--- config.mk ---
export PLATFORM = sky130hd
export DESIGN_NAME = cover_toggle_collector_flat
export DESIGN_NICKNAME = d
export VERILOG_FILES = /design/src/rtl/cover_toggle_collector_if.sv /design/src/rtl/cover_toggle_collector.sv /design/src/flat_wrapper.sv
export SDC_FILE = /design/constraint.sdc
export NUM_CORES = 1
export LEC_CHECK = 0
export CORE_ASPECT_RATIO = 1.4
export CORE_MARGIN = 8
export CORE_UTILIZATION = 54
export DETAILED_ROUTE_END_ITERATION = 10
export HOLD_SLACK_MARGIN = 0.05
export MAX_ROUTING_LAYER = met4
export PLACE_DENSITY = 0.81
export RECOVER_POWER = 25
export SYNTH_ARGS = -nofsm -noshare
export SYNTH_HDL_FRONTEND = slang
export SYNTH_SLANG_ARGS = --single-unit
--- constraint.sdc ---
create_clock -name gbl_clk -period 8.8 [get_ports gbl_clk]
set_clock_uncertainty 0.1 [all_clocks]
set_input_delay 1.32 -clock gbl_clk [delete_from_list [all_inputs] [get_ports gbl_clk]]
set_output_delay 1.32 -clock gbl_clk [all_outputs]
set_load 0.02 [all_outputs]
--- src/rtl/cover_toggle_collector_if.sv ---
// Coverage collector bus: hit sampling inputs plus the drained-index stream.
//   master : instrumentation/sink side (drives en, clear, valid, out_ready)
//   slave  : collector side (drives out_valid, out_index, hit_count, all_covered, pending_any)
interface cover_toggle_collector_if #(
    parameter int unsigned WIDTH = 65,
    parameter int unsigned IDX_W = 64,
    parameter int unsigned CNT_W = $clog2(WIDTH + 1)
);
    logic             en;
    logic             clear;
    logic [WIDTH-1:0] valid;
    logic             out_valid;
    logic             out_ready;
    logic [IDX_W-1:0] out_index;
    logic [CNT_W-1:0] hit_count;
    logic             all_covered;
    logic             pending_any;

    modport master (
        output en, clear, valid, out_ready,
        input  out_valid, out_index, hit_count, all_covered, pending_any
    );

    modport slave (
        input  en, clear, valid, out_ready,
        output out_valid, out_index, hit_count, all_covered, pending_any
    );
endinterface

--- src/rtl/cover_toggle_collector.sv ---
// Sticky, deduplicating toggle-coverage collector. Records the first hit of each of
// WIDTH points, counts distinct points covered and drains newly covered points one
// per cycle, lowest index first, as absolute cover indices on a valid/ready stream.
// Ports:
//   gbl_clk : clock
//   reset   : synchronous, active-low reset
//   cov     : collector bus (slave): en, clear, valid in; out_ready in;
//             out_valid, out_index, hit_count, all_covered, pending_any out
module cover_toggle_collector #(
    parameter int unsigned WIDTH       = 65,
    parameter int unsigned COVER_INDEX = 0,
    parameter int unsigned COVER_TOTAL = 8940,
    parameter int unsigned IDX_W       = 64,
    parameter int unsigned CNT_W       = $clog2(WIDTH + 1)
) (
    input logic                     gbl_clk,
    input logic                     reset,
    cover_toggle_collector_if.slave cov
);
    localparam int unsigned KW = (WIDTH > 1) ? $clog2(WIDTH) : 1;

    if (COVER_INDEX + WIDTH > COVER_TOTAL) begin : g_range_check
        $error("cover_toggle_collector: COVER_INDEX+WIDTH exceeds COVER_TOTAL");
    end

    logic [WIDTH-1:0] r_covered;
    logic [WIDTH-1:0] r_pending;
    logic [CNT_W-1:0] r_hit_count;
    logic             r_out_valid;
    logic [IDX_W-1:0] r_out_index;

    logic [WIDTH-1:0] w_new;
    logic [WIDTH-1:0] w_low;
    logic [CNT_W-1:0] w_new_count;
    logic [KW-1:0]    w_low_idx;
    logic             w_load;

    always_comb begin
        w_new = cov.en ? (cov.valid & ~r_covered) : '0;
        // Isolate the lowest set pending bit (two's-complement trick).
        w_low = r_pending & (~r_pending + WIDTH'(1));
        w_new_count = '0;
        for (int i = 0; i < WIDTH; i++) begin
            w_new_count = w_new_count + CNT_W'(w_new[i]);
        end
        // Scan downward so the last assignment is the lowest set index.
        w_low_idx = '0;
        for (int i = WIDTH - 1; i >= 0; i--) begin
            if (r_pending[i]) begin
                w_low_idx = KW'(i);
            end
        end
        w_load = !r_out_valid || cov.out_ready;
    end

    always_ff @(posedge gbl_clk) begin
        if (!reset || cov.clear) begin
            r_covered   <= '0;
            r_pending   <= '0;
            r_hit_count <= '0;
            r_out_valid <= 1'b0;
            r_out_index <= '0;
        end else begin
            r_covered   <= r_covered | w_new;
            // Cannot overflow: each point contributes at most once between clears.
            r_hit_count <= r_hit_count + w_new_count;
            if (w_load) begin
                // New hits are never already pending, so set and clear never collide.
                r_pending   <= (r_pending & ~w_low) | w_new;
                r_out_valid <= |r_pending;
                if (|r_pending) begin
                    r_out_index <= IDX_W'(COVER_INDEX) + IDX_W'(w_low_idx);
                end
            end else begin
                r_pending <= r_pending | w_new;
            end
        end
    end

    assign cov.out_valid   = r_out_valid;
    assign cov.out_index   = r_out_index;
    assign cov.hit_count   = r_hit_count;
    assign cov.all_covered = (r_hit_count == CNT_W'(WIDTH));
    assign cov.pending_any = |r_pending;
endmodule
--- src/flat_wrapper.sv ---
// flat-port wrapper written by rule: the top's interface ports become plain ports
module cover_toggle_collector_flat 
#(
    parameter int unsigned WIDTH       = 65,
    parameter int unsigned COVER_INDEX = 0,
    parameter int unsigned COVER_TOTAL = 8940,
    parameter int unsigned IDX_W       = 64,
    parameter int unsigned CNT_W       = $clog2(WIDTH + 1)
)
  (gbl_clk, reset, cov_en, cov_clear, cov_valid, cov_out_ready, cov_out_valid, cov_out_index, cov_hit_count, cov_all_covered, cov_pending_any);
  cover_toggle_collector_if #(.WIDTH(WIDTH), .IDX_W(IDX_W), .CNT_W(CNT_W)) cov_i ();
  input logic gbl_clk;
  input logic reset;
  input wire logic [$bits(cov_i.en)-1:0] cov_en;
  input wire logic [$bits(cov_i.clear)-1:0] cov_clear;
  input wire logic [$bits(cov_i.valid)-1:0] cov_valid;
  input wire logic [$bits(cov_i.out_ready)-1:0] cov_out_ready;
  output wire logic [$bits(cov_i.out_valid)-1:0] cov_out_valid;
  output wire logic [$bits(cov_i.out_index)-1:0] cov_out_index;
  output wire logic [$bits(cov_i.hit_count)-1:0] cov_hit_count;
  output wire logic [$bits(cov_i.all_covered)-1:0] cov_all_covered;
  output wire logic [$bits(cov_i.pending_any)-1:0] cov_pending_any;
  assign cov_i.en = cov_en;
  assign cov_i.clear = cov_clear;
  assign cov_i.valid = cov_valid;
  assign cov_i.out_ready = cov_out_ready;
  assign cov_out_valid = cov_i.out_valid;
  assign cov_out_index = cov_i.out_index;
  assign cov_hit_count = cov_i.hit_count;
  assign cov_all_covered = cov_i.all_covered;
  assign cov_pending_any = cov_i.pending_any;
  cover_toggle_collector #(.WIDTH(WIDTH), .COVER_INDEX(COVER_INDEX), .COVER_TOTAL(COVER_TOTAL), .IDX_W(IDX_W), .CNT_W(CNT_W)) u_core (.gbl_clk(gbl_clk), .reset(reset), .cov(cov_i));
endmodule
==> flow_metrics.tcl <==
set metrics [dict create \
    status "finished, violations left" \
    violations "capacitance limit, slew limit" \
    seqPwrFrac_pct 21.3 \
    worstPathCellList "clkdlybuf4s50_1, nand2_1, nor2_1, ha_1, inv_1, fa_1, fa_1, fa_1, fa_1, fa_1, fa_1, fa_1, fa_1, inv_1, fa_1, fa_1, a21o_1, a21oi_1, o21bai_1, a21oi_1, xnor2_1, nor2_1" \
    cp_slowest_cell "fa_1" \
    grt_pass1_wl_um 35000 \
    grt-ovfl-total 0 \
    syn_area_mm2 0.00848 \
    ios 144 \
    viasPerCell 5.61 \
    slew_violations 39 \
    totalPowerFinal_uw 3400 \
    synth_ff_type "dfxtp_1" \
    ys_seq_area_share_pct 34.2 \
    crit_required_ps 8980 \
    wl_per_cell_um 16.8 \
    endpoint_kind "flip-flop" \
    ant_nets 0 \
    p_switching_uw 1390 \
    num_rows 54 \
    period_share_pct 92.8 \
    hpwl_um 16200 \
    diodes 0 \
    fin_ws_ps 632 \
    synth_top_area_cell "dfxtp_1" \
    cts_hold_buffers 0 \
    grt_antenna_before_repair 0 \
    cpMostUsedCell "fa_1" \
    drv_cap 1 \
    drive_gt1_share_pct 6.19 \
    hp-class "flip-flop to flip-flop" \
    ys_ff_latch 145 \
    slew_headroom_pct -2.12 \
    die_area_mm2 0.0200 \
    grt_pass1_vias 7031 \
    cts_setup_buffers 0 \
    yosys-top-cells-count "158 x nor2_1, 145 x dfxtp_1, 138 x a21oi_1, 72 x inv_1, 65 x nand2_1" \
    cellPowerDensity_mw_per_mm2 345 \
    cts-htree-levels 4 \
    setup_viol 0 \
    synth-edff-count 0 \
    drtIter0Drc 516 \
    first_pass_iters 5 \
    clockPowerShare_pct 21.0 \
    power.leakage_uw 0.00425 \
    synth_cell_types 64 \
    setup_tns_ps 0 \
    die_h_um 164 \
    async_reset_ff_share_pct 0 \
    fmax_mhz 122 \
    fin_crit_ps 8170 \
    tightest_slew_ps 1530 \
    synth_most_common_cell "nor2_1" \
    rsz0062_at_grt "false" \
    arrival_ps 8350 \
    path_buf_inv 3 \
    cp_max_fo 2 \
    ys_warn_count 0 \
    irDropWorstVdd_mv 0.676 \
    wirelength_um 21500 \
    synth_top_area_share_pct 34.2 \
    clkTransAtPathRegs_ps 60 \
    clockBufferDepth 2 \
    die_w_um 122 \
    cts-resized-gates 0 \
    p_int_uw 2010 \
    initial_utilization_pct 54.8 \
    startpoint_type "input pin" \
    max_stage_delay_ps 560 \
    grtUsageTotal_pct 22.7 \
    cp_top_family "adder cells" \
    remaining_drc_errors 0 \
    cts_tree "built" \
    fin_nets 1223 \
    root_buffer "clkbuf_16" \
    synthTopCellsByArea "dfxtp_1 34%, fa_1 13%, a21oi_1 8.1%" \
    gp_congestion 0.959 \
    pre_cts_slack_ps 207 \
    numCtsBuffers 17 \
    clock_latency_ps 430 \
    portBuffers 86 \
    cts.sinks 145 \
    area_growth_pct 16.2 \
    hold_violations 0 \
    critical_path_class "input pin to flip-flop" \
    coreArea_mm2 0.0155 \
    syn_inst 996 \
    synth_area_per_cell_um2 8.52 \
    p_sw_share_pct 40.8 \
    combPwrFrac_pct 57.7 \
    dr_total_vias 7166 \
    grt_start_max_net_pins 89 \
]
-- sequential cells by signal, summed over array words and instances, names as in the netlist --
name                  flops
u_core.cov.hit_count      7
u_core.cov.out_index      7
u_core.cov.out_valid      1
u_core.r_covered         65
u_core.r_pending         65
-- layout make-up --
type	count	area (µm²)
Clock buffer	19	443
Clock inverter	12	135
Fill cell	1260	5620
Inverter	72	270
Multi-Input combinational cell	741	4940
Sequential cell	145	2900
Tap cell	196	245
Timing Repair Buffer	93	920
-- layout by cell type, fill, tap and decap left out, types with 4 or more instances in the layout --
| cell type | netlist | final |
|---|---|---|
| inv_1 | 72 | 72 |
| o31ai_1 | 10 | 10 |
| o21bai_1 | 4 | 4 |
| conb_1 | 1 | 57 |
| nand3_1 | 12 | 12 |
| clkinvlp_4 | 0 | 4 |
| clkdlybuf4s50_1 | 0 | 74 |
| or4_1 | 10 | 10 |
| clkbuf_16 | 0 | 17 |
| ha_1 | 27 | 27 |
| nor2_1 | 158 | 158 |
| dfxtp_1 | 145 | 145 |
| xnor2_1 | 7 | 7 |
| nor2b_1 | 7 | 7 |
| o211ai_1 | 5 | 5 |
| nand2_1 | 65 | 65 |
| dlygate4sd3_1 | 0 | 11 |
| a21oi_1 | 138 | 138 |
| o41ai_1 | 5 | 5 |
| o21ai_0 | 37 | 37 |
| or2_2 | 12 | 12 |
| nor3_1 | 18 | 18 |
| fa_1 | 56 | 56 |
| buf_4 | 57 | 6 |
| nand3b_1 | 29 | 29 |
| o21a_1 | 6 | 6 |
| nand4_1 | 6 | 6 |
| nor4_1 | 13 | 13 |
-- metal layers --
metal / vias up / GRT usage [%] / wire length, µm
li1: 3428 / - / -
met1: 3365 / 25.9 / 8410
met3: 61 / 4.61 / 1610
met4: 0 / 12.0 / 873
met2: 312 / 36.7 / 10600
met5: - / - / 0
-- power by group through the flow --
stage          combinational (µW)  clock (µW)  sequential, µW
2_1_floorplan                1520           0             741
3_3_place_gp                 1900           0             737
3_5_place_dp                 1930           0             738
4_1_cts                      1990         718             724
5_1_grt                      2240         748             728
6_report                     1960         713             724
-- tightest hold or removal path, delay by kind of cell, from the launching register on --
kind / cells / cell delay, ps
compound gates: 1 / 40
simple gates: 1 / 70
flops: 1 / 320
-- path summary, 6_finish.rpt --
kind	start	end	slack, ps	cells past startpoint
min reg2reg	u_core.r_covered[35]	u_core.r_covered[35]	360	2
min	u_core.r_covered[35]	u_core.r_covered[35]	360	2
max	cov_valid[1]	u_core.cov.hit_count[6]	630	22
max reg2reg	u_core.r_covered[0]	u_core.cov.hit_count[6]	1730	20
-- kinds of logic after synthesis --
| group | Yosys count | share of synthesized area (%) |
|---|---|---|
| flops | 145 | 34.2 |
| buf+inv | 166 | 10.0 |
| other cells | 1 | 0.0442 |
| simple gates | 359 | 21.5 |
| compound gates | 233 | 16.1 |
| fa+ha+maj | 83 | 17.2 |
| xor+xnor | 9 | 0.929 |
-- per-stage QoR --
step / hold slack, ps / utilization [%] / cells / cell area, µm²
finish: 357 / 63.7 / 1278 / 9860
CTS: 360 / 63.8 / 1278 / 9870
floorplan: 328 / - / 1052 / 8690
global route: 374 / 63.7 / 1278 / 9860
global placement: 338 / 60.0 / 1247 / 9290
detailed placement: 346 / 60.0 / 1247 / 9290
Power figures use the tool's default switching activity.
